`config.mk`:
```
export PLATFORM = sky130hd
export DESIGN_NAME = stitch_wr_arbiter
export DESIGN_NICKNAME = d
export VERILOG_FILES = /design/src/rtl/stitch_wr_arbiter.sv
export SDC_FILE = /design/constraint.sdc
export NUM_CORES = 1
export LEC_CHECK = 0
export BUFFER_PORTS_ARGS = -buffer_cell sky130_fd_sc_hd__buf_2
export CAP_MARGIN = 20
export CELL_PAD_IN_SITES_DETAIL_PLACEMENT = 0
export CELL_PAD_IN_SITES_GLOBAL_PLACEMENT = 1
export CORE_ASPECT_RATIO = 0.9
export CORE_MARGIN = 10
export CORE_UTILIZATION = 46
export DETAILED_ROUTE_END_ITERATION = 10
export GPL_ROUTABILITY_DRIVEN = 0
export PLACE_DENSITY = 0.92
export REMOVE_ABC_BUFFERS = 1
export SYNTH_ARGS = -nofsm -noshare
export SYNTH_HDL_FRONTEND = slang
export SYNTH_SLANG_ARGS = --single-unit
```
`constraint.sdc`:
```
create_clock -name clk -period 4.1 [get_ports clk]
set_input_delay 0.82 -clock clk [delete_from_list [all_inputs] [get_ports clk]]
set_output_delay 0.82 -clock clk [all_outputs]
set_load 0.05 [all_outputs]
```
`src/rtl/stitch_wr_arbiter.sv`:
```
// Round-robin burst writer: shares one frame-buffer write port among three camera streams,
// placing each stream at its tile in the stitched frame. Macro STITCH_PINGPONG_EN adds per-channel frame banks.
module stitch_wr_arbiter #(
  parameter int ADDR_W      = 28,
  parameter int DATA_W      = 24,
  parameter int BURST_LEN   = 64,
  parameter int STRIDE      = 1920,
  parameter int CH0_BASE    = 0,
  parameter int CH1_BASE    = 1920 * 1080,
  parameter int CH2_BASE    = 1920 * 1080 + 960,
  parameter int CH0_HDISP   = 1920,
  parameter int CH1_HDISP   = 960,
  parameter int CH2_HDISP   = 960,
  parameter int CH0_VDISP   = 1080,
  parameter int CH1_VDISP   = 540,
  parameter int CH2_VDISP   = 540,
  parameter int BANK_OFFSET = 1 << 23
) (
  input  logic              clk,
  input  logic              rst,
  input  logic [2:0]        frame_start,
  input  logic [2:0]        req,
  input  logic [DATA_W-1:0] ch0_data,
  input  logic [DATA_W-1:0] ch1_data,
  input  logic [DATA_W-1:0] ch2_data,
  output logic [2:0]        fifo_rd,
  output logic              cmd_valid,
  input  logic              cmd_ready,
  output logic [ADDR_W-1:0] cmd_addr,
  output logic [7:0]        cmd_len,
  output logic              wr_valid,
  input  logic              wr_ready,
  output logic [DATA_W-1:0] wr_data,
  output logic              wr_last,
  output logic [2:0]        grant,
  output logic [2:0]        frame_done,
  output logic [2:0]        rd_bank
);

  typedef enum logic [1:0] {
    ST_IDLE = 2'd0,
    ST_CMD  = 2'd1,
    ST_DATA = 2'd2
  } state_t;

  localparam int                BURST_SHIFT = $clog2(BURST_LEN);
  localparam logic [7:0]        LAST_BEAT   = 8'(BURST_LEN - 1);
  localparam logic [ADDR_W-1:0] STRIDE_A    = ADDR_W'(STRIDE);
  localparam logic [ADDR_W-1:0] BANK_A      = ADDR_W'(BANK_OFFSET);

  function automatic logic [ADDR_W-1:0] ch_base(input logic [1:0] c);
    case (c)
      2'd0:    ch_base = ADDR_W'(CH0_BASE);
      2'd1:    ch_base = ADDR_W'(CH1_BASE);
      default: ch_base = ADDR_W'(CH2_BASE);
    endcase
  endfunction

  function automatic logic [15:0] ch_last_col(input logic [1:0] c);
    case (c)
      2'd0:    ch_last_col = 16'(CH0_HDISP / BURST_LEN - 1);
      2'd1:    ch_last_col = 16'(CH1_HDISP / BURST_LEN - 1);
      default: ch_last_col = 16'(CH2_HDISP / BURST_LEN - 1);
    endcase
  endfunction

  function automatic logic [15:0] ch_last_line(input logic [1:0] c);
    case (c)
      2'd0:    ch_last_line = 16'(CH0_VDISP - 1);
      2'd1:    ch_last_line = 16'(CH1_VDISP - 1);
      default: ch_last_line = 16'(CH2_VDISP - 1);
    endcase
  endfunction

  // k-th candidate of the search that starts just after the last granted channel
  function automatic logic [1:0] rr_pick(input logic [1:0] lg, input logic [1:0] k);
    logic [2:0] sum;
    sum = {1'b0, lg} + {1'b0, k} + 3'd1;
    if (sum >= 3'd3) begin
      sum = sum - 3'd3;
    end else begin
      sum = sum;
    end
    rr_pick = sum[1:0];
  endfunction

  state_t            state_r;
  logic [2:0]        grant_r;
  logic [1:0]        last_grant_r;
  logic [ADDR_W-1:0] cmd_addr_r;
  logic [7:0]        beat_r;
  logic [2:0]        active_r;
  logic [2:0]        pend_r;
  logic [2:0]        bank_r;
  logic [2:0]        rd_bank_r;
  logic [2:0]        frame_done_r;
  logic [15:0]       col_r       [3];
  logic [15:0]       line_r      [3];
  logic [ADDR_W-1:0] line_base_r [3];

  logic [2:0]        pend_eff_s;
  logic [2:0]        busy_s;
  logic [2:0]        elig_s;
  logic [ADDR_W-1:0] addr_s [3];
  logic              hit_s;
  logic [1:0]        hit_idx_s;
  logic              burst_done_s;
  logic [DATA_W-1:0] wr_data_s;

  // Per-channel eligibility and next burst address; a channel with a restart pending waits one cycle
  always_comb begin
    for (int c = 0; c < 3; c++) begin
      pend_eff_s[c] = pend_r[c] | frame_start[c];
      busy_s[c]     = (state_r != ST_IDLE) && grant_r[c];
      elig_s[c]     = req[c] & active_r[c] & ~pend_eff_s[c];
      addr_s[c]     = ch_base(2'(c)) + line_base_r[c] + (ADDR_W'(col_r[c]) << BURST_SHIFT)
                    + (bank_r[c] ? BANK_A : {ADDR_W{1'b0}});
    end
  end

  // Round-robin search
  always_comb begin
    hit_s     = 1'b0;
    hit_idx_s = 2'd0;
    for (int k = 0; k < 3; k++) begin
      if (!hit_s && elig_s[rr_pick(last_grant_r, 2'(k))]) begin
        hit_s     = 1'b1;
        hit_idx_s = rr_pick(last_grant_r, 2'(k));
      end else begin
        hit_s     = hit_s;
      end
    end
  end

  assign burst_done_s = (state_r == ST_DATA) && wr_ready && (beat_r == LAST_BEAT);

  // Write-data mux from the granted channel's show-ahead FIFO head
  always_comb begin
    wr_data_s = {DATA_W{1'b0}};
    case (grant_r)
      3'b001:  wr_data_s = ch0_data;
      3'b010:  wr_data_s = ch1_data;
      3'b100:  wr_data_s = ch2_data;
      default: wr_data_s = {DATA_W{1'b0}};
    endcase
  end

  // Burst sequencer plus per-channel frame position, restart and bank tracking
  always_ff @(posedge clk) begin
    if (rst) begin
      state_r      <= ST_IDLE;
      grant_r      <= 3'b000;
      last_grant_r <= 2'd2;
      cmd_addr_r   <= {ADDR_W{1'b0}};
      beat_r       <= 8'd0;
      active_r     <= 3'b000;
      pend_r       <= 3'b000;
      bank_r       <= 3'b000;
      rd_bank_r    <= 3'b000;
      frame_done_r <= 3'b000;
      for (int c = 0; c < 3; c++) begin
        col_r[c]       <= 16'd0;
        line_r[c]      <= 16'd0;
        line_base_r[c] <= {ADDR_W{1'b0}};
      end
    end else begin
      frame_done_r <= 3'b000;
      case (state_r)
        ST_IDLE: begin
          if (hit_s) begin
            grant_r      <= 3'b001 << hit_idx_s;
            cmd_addr_r   <= addr_s[hit_idx_s];
            last_grant_r <= hit_idx_s;
            state_r      <= ST_CMD;
          end
        end
        ST_CMD: begin
          if (cmd_ready) begin
            beat_r  <= 8'd0;
            state_r <= ST_DATA;
          end
        end
        ST_DATA: begin
          if (wr_ready) begin
            if (beat_r == LAST_BEAT) begin
              grant_r <= 3'b000;
              state_r <= ST_IDLE;
            end else begin
              beat_r <= beat_r + 8'd1;
            end
          end
        end
        default: begin
          grant_r <= 3'b000;
          state_r <= ST_IDLE;
        end
      endcase

      for (int c = 0; c < 3; c++) begin
        if (burst_done_s && grant_r[c]) begin
          if (col_r[c] == ch_last_col(2'(c))) begin
            col_r[c]       <= 16'd0;
            line_base_r[c] <= line_base_r[c] + STRIDE_A;
            line_r[c]      <= line_r[c] + 16'd1;
            if (line_r[c] == ch_last_line(2'(c))) begin
              active_r[c]     <= 1'b0;
              frame_done_r[c] <= 1'b1;
              rd_bank_r[c]    <= bank_r[c];
            end
          end else begin
            col_r[c] <= col_r[c] + 16'd1;
          end
        end
        // A restart never coincides with a completion: completions only happen while busy
        if (pend_eff_s[c] && !busy_s[c]) begin
          pend_r[c]      <= 1'b0;
          active_r[c]    <= 1'b1;
          col_r[c]       <= 16'd0;
          line_r[c]      <= 16'd0;
          line_base_r[c] <= {ADDR_W{1'b0}};
`ifdef STITCH_PINGPONG_EN
          bank_r[c]      <= ~bank_r[c];
`else
          bank_r[c]      <= 1'b0;
`endif
        end else if (frame_start[c]) begin
          pend_r[c] <= 1'b1;
        end
      end
    end
  end

  assign cmd_valid  = (state_r == ST_CMD);
  assign cmd_addr   = cmd_addr_r;
  assign cmd_len    = LAST_BEAT;
  assign wr_valid   = (state_r == ST_DATA);
  assign wr_last    = (state_r == ST_DATA) && (beat_r == LAST_BEAT);
  assign wr_data    = wr_data_s;
  assign fifo_rd    = grant_r & {3{wr_valid & wr_ready}};
  assign grant      = grant_r;
  assign frame_done = frame_done_r;
  assign rd_bank    = rd_bank_r;

endmodule

```
==> flow_summary.ini, run 1 <==
[run_status]
status = finished clean

[floorplan]
dieArea_um2 = 37600
initial_core_util_pct = 46.6
die_w_um = 203
rows = 60
num_io_pins = 157
dieHeight_um = 185
core_area_um2 = 29900

[power]
p_leak_uw = 0.00622
vdd_ir_drop_max_v = 0.000357
power_density_nw_per_um2 = 369
total_power_uw = 5750

[cells_and_area]
antenna_cells = 0
num-nets-final = 1878
area_growth_pct = 12.0
fin_area_um2 = 15600
layout_commonest_cell = nor2_1
final_cell_mix = nor2_1, buf_2, nand2_1
drive_gt1_share_pct = 12.6

[detailed_routing]
top_layer = met4
drtAntennaViolNets = 0
post_drt_wl_per_cell_um = 16.6
viasPerCell = 5.43
met1_length_um = 16900
drcViolationCount = 0
wl_um = 35200
wl_met2_um = 16200
drt_iter0_drc = 938
dr.pass1.iters = 5
wl_met3_um = 1650
num_vias = 11500

[timing]
fin_setup_tns_ns = 0
worst_pin_slew_ns = 1.01
setup_viol = 0
min_period_ns = 3.16
finalHoldViolCount = 0
relSlewSlack_pct = 32.6
slew_viol_final = 0
rsz0062_at_grt = no
fin_skew_ns = 0.0142
finalCritPeriodShare_pct = 77.2
timing.fmax_mhz = 316

[setup_path]
path_cells = ha_1, fa_1, a211oi_1, nor2_1, o41ai_2, o31ai_1, a41oi_2, xnor2_1, a21oi_1, a211oi_1
cp_max_fo = 7
crit_top_cell = a211oi_1
end_kind = flop
critical_path_class = flop to flop
worst-path-buf-inv = 0
cp_slowest_cell = edfxtp_1
cp_data_arrival_time_ns = 3.59
crit_required_ns = 4.53
critPathTopFamily = compound AO/OA/AOI/OAI gates
cpPeakStageDelay_ns = 0.49
start_kind = flop

[min_path]
hp-class = flop to flop

[synthesis]
syn_area_per_cell_um2 = 8.84
synth_cells = 1576
synth_flop_cell = edfxtp_1
synth.yosys.warnings = 0
syn_area_um2 = 13900
synth-seq-cells = 205
seq_area_frac_synth_pct = 38.2
async_flop_share_pct = 0
synth_edf_count = 122
ys_types = 85

[clock_network]
postCtsSetupBuffers = 0
cts_buffer_depth = 3
cts_hold_buffers = 0
insertion_delay_ns = 0.53
cts-root-buf = clkbuf_16
clock_sinks = 205
cts-htree-levels = 1
numCtsBuffers = 23
ctsResizeCount = 0
cts_tree = done
cts.clk_slew.worst_paths_ns = 0.06

[global_routing]
grt_pass1_wl_um = 55100
grt_max_degree = 40
grt_util_all_layers_pct = 17.6
grt_antenna_before_repair = 0
grt_pass1_vias = 10500
overflow = 0

[job]
maxCapViolCount = 0

[placed_design]
dp_hpwl_um = 26700
placed_area_um2 = 14900
port_buffers = 139
state kept, by name, summed over array words and instances (netlist names):
name,count
active_r,3
grant,3
frame_done,3
cmd_addr,22
last_grant_r,2
line_r,48
pend_r,3
line_base_r,63
state_r,2
beat_r,8
col_r,48
through the flow:
step,util (%),std cells,setup WS (ns),hold slack (ns)
2_1_floorplan,-,1525,0.249,0.443
3_3_place_gp,49.8,2079,1.05,0.463
3_5_place_dp,49.8,2079,0.984,0.476
4_1_cts,52.2,2120,0.934,0.484
5_1_grt,52.2,2120,0.710,0.518
6_report,52.2,2120,0.936,0.479
cells in the mapped netlist, drive strengths merged, types with 3 or more instances:
library cell / instances / area, µm²
a211o: 3 / 26.3
a211oi: 28 / 210
a21o: 21 / 158
a21oi: 57 / 289
a221oi: 6 / 52.6
a222oi: 6 / 60.1
a22oi: 27 / 203
a311oi: 3 / 26.3
a31oi: 9 / 56.3
and2: 14 / 87.6
and3: 23 / 144
and4: 5 / 43.8
and4bb: 3 / 37.5
buf: 42 / 305
clkbuf: 24 / 90.1
dfxtp: 83 / 1660
edfxtp: 122 / 3660
fa: 3 / 60.1
ha: 92 / 1150
inv: 103 / 387
nand2: 127 / 477
nand2b: 6 / 37.5
nand3: 68 / 340
nand4: 36 / 231
nor2: 263 / 997
nor2b: 14 / 87.6
nor3: 32 / 176
nor3b: 4 / 30.0
nor4: 12 / 81.3
nor4b: 7 / 67.6
o2111ai: 4 / 41.3
o211a: 3 / 30.0
o211ai: 9 / 77.6
o21a: 10 / 75.1
o21ai: 65 / 352
o21bai: 7 / 52.6
o31ai: 3 / 22.5
or2: 7 / 43.8
or3: 10 / 62.6
xnor2: 103 / 902
xor2: 78 / 683
worst reg2reg max path: cells and delay by family, from the launching register on:
kind | cells | cell delay [ns]
flip-flops | 1 | 0.49
adder cells (fa/ha/maj) | 2 | 0.71
AO/OA/AOI/OAI | 6 | 1.53
AND/OR/NAND/NOR | 1 | 0.12
XOR/XNOR | 1 | 0.20
cells by family after synthesis:
group           after synthesis  synth area share, %
compound gates              282                 14.0
xor+xnor                    181                 11.4
simple gates                639                 21.7
fa+ha+maj                    95                 8.70
buf+inv                     169                 5.61
mux                           3                0.341
other cells                   2               0.0539
flops                       205                 38.2
report_power, final:
part / switching, µW / internal [µW] / leakage [µW]
clock network: 853 / 1140 / 0.000346
registers: 150 / 2320 / 0.00203
logic: 861 / 428 / 0.00384
total: 1860 / 3890 / 0.00622
area by class of cell:
class                   count  area, µm²
multi-input cells        1217       7890
fillers                  2796      14300
clock inverters             7       67.6
inverters                 103        387
repair buffers            151        786
well taps                 403        504
clock buffers              34        638
flip-flops and latches    205       5330
per-layer routing:
layer | vias up | track usage (%)
met5 | - | 0
met4 | 0 | 3.13
met3 | 29 | 2.17
met2 | 251 | 28.2
met1 | 5447 | 25.2
li1 | 5787 | -
worst paths after layout:
kind | cells after the start | end | start | slack, ns
max | 10 | cmd_addr[23]$_SDFFE_PP0P_ | col_r[0][1]$_SDFFCE_PP0P_ | 0.94
min | 2 | beat_r[1]$_SDFFE_PP0P_ | beat_r[1]$_SDFFE_PP0P_ | 0.48
max reg2reg | 10 | cmd_addr[23]$_SDFFE_PP0P_ | col_r[0][1]$_SDFFCE_PP0P_ | 0.94
min reg2reg | 2 | beat_r[1]$_SDFFE_PP0P_ | beat_r[1]$_SDFFE_PP0P_ | 0.48
No activity file was read; power rests on OpenSTA's default activity.
==> run 2, diff against run 1 <==
--- a/config.mk
+++ b/config.mk
@@ -5,13 +5,14 @@
 export SDC_FILE = /design/constraint.sdc
 export NUM_CORES = 1
 export LEC_CHECK = 0
+export ABC_AREA = 1
 export BUFFER_PORTS_ARGS = -buffer_cell sky130_fd_sc_hd__buf_2
 export CAP_MARGIN = 20
 export CELL_PAD_IN_SITES_DETAIL_PLACEMENT = 0
 export CELL_PAD_IN_SITES_GLOBAL_PLACEMENT = 1
 export CORE_ASPECT_RATIO = 0.9
 export CORE_MARGIN = 10
-export CORE_UTILIZATION = 46
+export CORE_UTILIZATION = 44
 export DETAILED_ROUTE_END_ITERATION = 10
 export GPL_ROUTABILITY_DRIVEN = 0
 export PLACE_DENSITY = 0.92
==> constraint.sdc (replaced) <==
create_clock -name clk -period 3.11 [get_ports clk]
set_input_delay 0.622 -clock clk [delete_from_list [all_inputs] [get_ports clk]]
set_output_delay 0.622 -clock clk [all_outputs]
set_load 0.05 [all_outputs]
==> run 2 against run 1 <==
Compared with the run above: sequential share of layout area down 3.1 points; fmax is 7.1% higher; critical path depth is 1 lower; core utilization shrank 1.7 points; largest cell class unchanged; critical endpoint is now line_base_r[1][10]$_SDFFCE_PP0P_; flip-flop and latch count unchanged; clock skew rose by 0.0010 ns; synthesized area rose by 8.7%; routed wire length rose by 14%.
==> flow_summary.ini, run 2 <==
[detailed_routing]
dr.pass1.iters = 6
drcViolationCount = 0
drt_iter0_drc = 945
wl_um = 40100
num_vias = 13800
viasPerCell = 5.00
post_drt_wl_per_cell_um = 14.6
drtAntennaViolNets = 0

[timing]
finalCritPeriodShare_pct = 95.0
rsz0062_at_grt = no
finalHoldViolCount = 0
relSlewSlack_pct = 26.8
min_period_ns = 2.95
worst_pin_slew_ns = 1.09
setup_viol = 0
fin_skew_ns = 0.0152
slew_viol_final = 0
timing.fmax_mhz = 338

[min_path]
hold_path_depth = 3
whs_endpoint = pend_r[0]$_SDFFE_PP0P_
hold_start = frame_start[0]
hp-class = primary input to flop

[clock_network]
cts.clk_slew.worst_paths_ns = 0.06
numCtsBuffers = 25
cts-htree-levels = 1
cts-root-buf = clkbuf_16
clock_sinks = 205
cts_tree = done
cts_buffer_depth = 3
insertion_delay_ns = 0.55

[power]
vdd_ir_drop_max_v = 0.000495
power_density_nw_per_um2 = 707
p_leak_uw = 0.00800

[setup_path]
r2r_cells = 9
r2r_slack_ns = 0.16
crit_required_ns = 3.49
end_kind = flop
start_kind = flop
critPathLaunch = col_r[0][0]$_SDFFCE_PP0P_
r2r-start = col_r[0][0]$_SDFFCE_PP0P_
cp_max_fo = 37
rr_endpoint = line_base_r[1][10]$_SDFFCE_PP0P_
critical_path_class = flop to flop
cp_data_arrival_time_ns = 3.34

[job]
maxCapViolCount = 0

[floorplan]
rows = 64
num_io_pins = 157
core_area_um2 = 34000
initial_core_util_pct = 44.6
die_w_um = 215
dieHeight_um = 196
dieArea_um2 = 42200

[cells_and_area]
largest_reg_flops = 63
layout_commonest_cell = nand2_1
area_growth_pct = 13.2
final_cell_mix = nand2_1, inv_1, nor2_1
num-nets-final = 2448
antenna_cells = 0
drive_gt1_share_pct = 11.2
utilization_pct = 50.5
fin_area_um2 = 17100
top_regs = line_base_r (63), col_r (48), line_r (48)
max_flop_register = line_base_r

[synthesis]
async_flop_share_pct = 0
synth_cells = 2128
synth_edf_count = 122
ys_types = 44
syn_area_um2 = 15100
seq_area_frac_synth_pct = 35.2
synthTopCellsByArea = edfxtp_1, nand2_1, dfxtp_1
synth_common_cells = nand2_1, inv_1, nor2_1, nand3_1, a21oi_1
synth.yosys.warnings = 0
syn_area_per_cell_um2 = 7.11
yosys.area.top_type_share_pct = 24.2
synth_flop_cell = edfxtp_1
synth-seq-cells = 205
synth_top_cell_by_area = edfxtp_1
synth_most_common_cell = nand2_1

[placed_design]
placed_area_um2 = 16300
dp_hpwl_um = 31600
port_buffers = 139

[global_routing]
grt_max_degree = 38
grt_util_all_layers_pct = 18.4
grt_antenna_before_repair = 0
grt_pass1_vias = 13200
overflow = 0
grt_pass1_wl_um = 65600

[run_status]
status = finished clean
## run 2: cells by family after synthesis
| group | synth area share, % |
|---|---|
| AO/OA/AOI/OAI | 8.08 |
| buffers and inverters | 10.6 |
| other | 0.0496 |
| adder cells (fa/ha/maj) | 8.00 |
| XOR/XNOR | 6.42 |
| AND/OR/NAND/NOR | 31.7 |
| flip-flops | 35.2 |
## run 2: area by class of cell
type | count | area, µm²
Sequential cell | 205 | 5330
Timing Repair Buffer | 159 | 871
Tap cell | 462 | 578
Inverter | 331 | 1240
Clock buffer | 31 | 658
Multi-Input combinational cell | 1549 | 8290
Clock inverter | 14 | 170
Fill cell | 3377 | 16800
## run 2: worst max path at each step
| stage | to | slack (ns) | cells after the start |
|---|---|---|---|
| finish | line_base_r[1][10]$_SDFFCE_PP0P_ | 0.16 | 9 |
| global route | line_base_r[1][13]$_SDFFCE_PP0P_ | 0.03 | 9 |
| CTS | wr_data[19] | 0.04 | 6 |
| detailed placement | line_base_r[1][13]$_SDFFCE_PP0P_ | 0.30 | 9 |
| global placement | line_base_r[1][13]$_SDFFCE_PP0P_ | 0.38 | 9 |
| floorplan | wr_data[0] | -0.13 | 4 |
## run 2: routing by layer
layer  GRT usage, %  vias to the layer above  part of all wire (%)
li1               -                     7145                     -
met1           24.7                     6307                    47
met2           30.5                      256                    47
met3           2.65                       47                   4.4
met4           4.48                        0                   2.1
met5              0                        -                     0
## run 2: where the power goes
group,leakage [µW],internal [µW],total [µW],switching [µW]
Combinational,0.00560,1580,5560,3980
Clock,0.000410,1820,2980,1160
Sequential,0.00199,3250,3570,327
Total,0.00800,6650,12100,5470
## run 2: timing repair
item | 4_1_cts | 5_1_grt
hold endpoints to repair | 0 | 0
hold buffers | 0 | 0
setup buffers | 0 | 0
setup endpoints to repair | 0 | 15
resized for setup | 0 | 2
## run 2: critical path: stages, from the launching register on
cell,delay [ns]
edfxtp_1,0.54
ha_1,0.20
nand3_1,0.08
nor4_1,0.79
nand3_1,0.27
o21ai_1,0.21
inv_1,0.11
nand3_4,0.10
nand2_4,0.29
nor2_1,0.20
## run 2: per-stage QoR
step / hold slack (ns) / setup TNS, ns / setup slack, ns / total power (µW) / cells
after floorplan: 0.437 / -3.10 / -0.129 / 7510 / 2085
after global placement: 0.448 / 0 / 0.385 / 9060 / 2706
after detailed placement: 0.458 / 0 / 0.300 / 9150 / 2706
after CTS: 0.286 / 0 / 0.0359 / 12200 / 2751
after global routing: 0.310 / 0 / 0.0257 / 12900 / 2751
final: 0.301 / 0 / 0.155 / 12100 / 2751
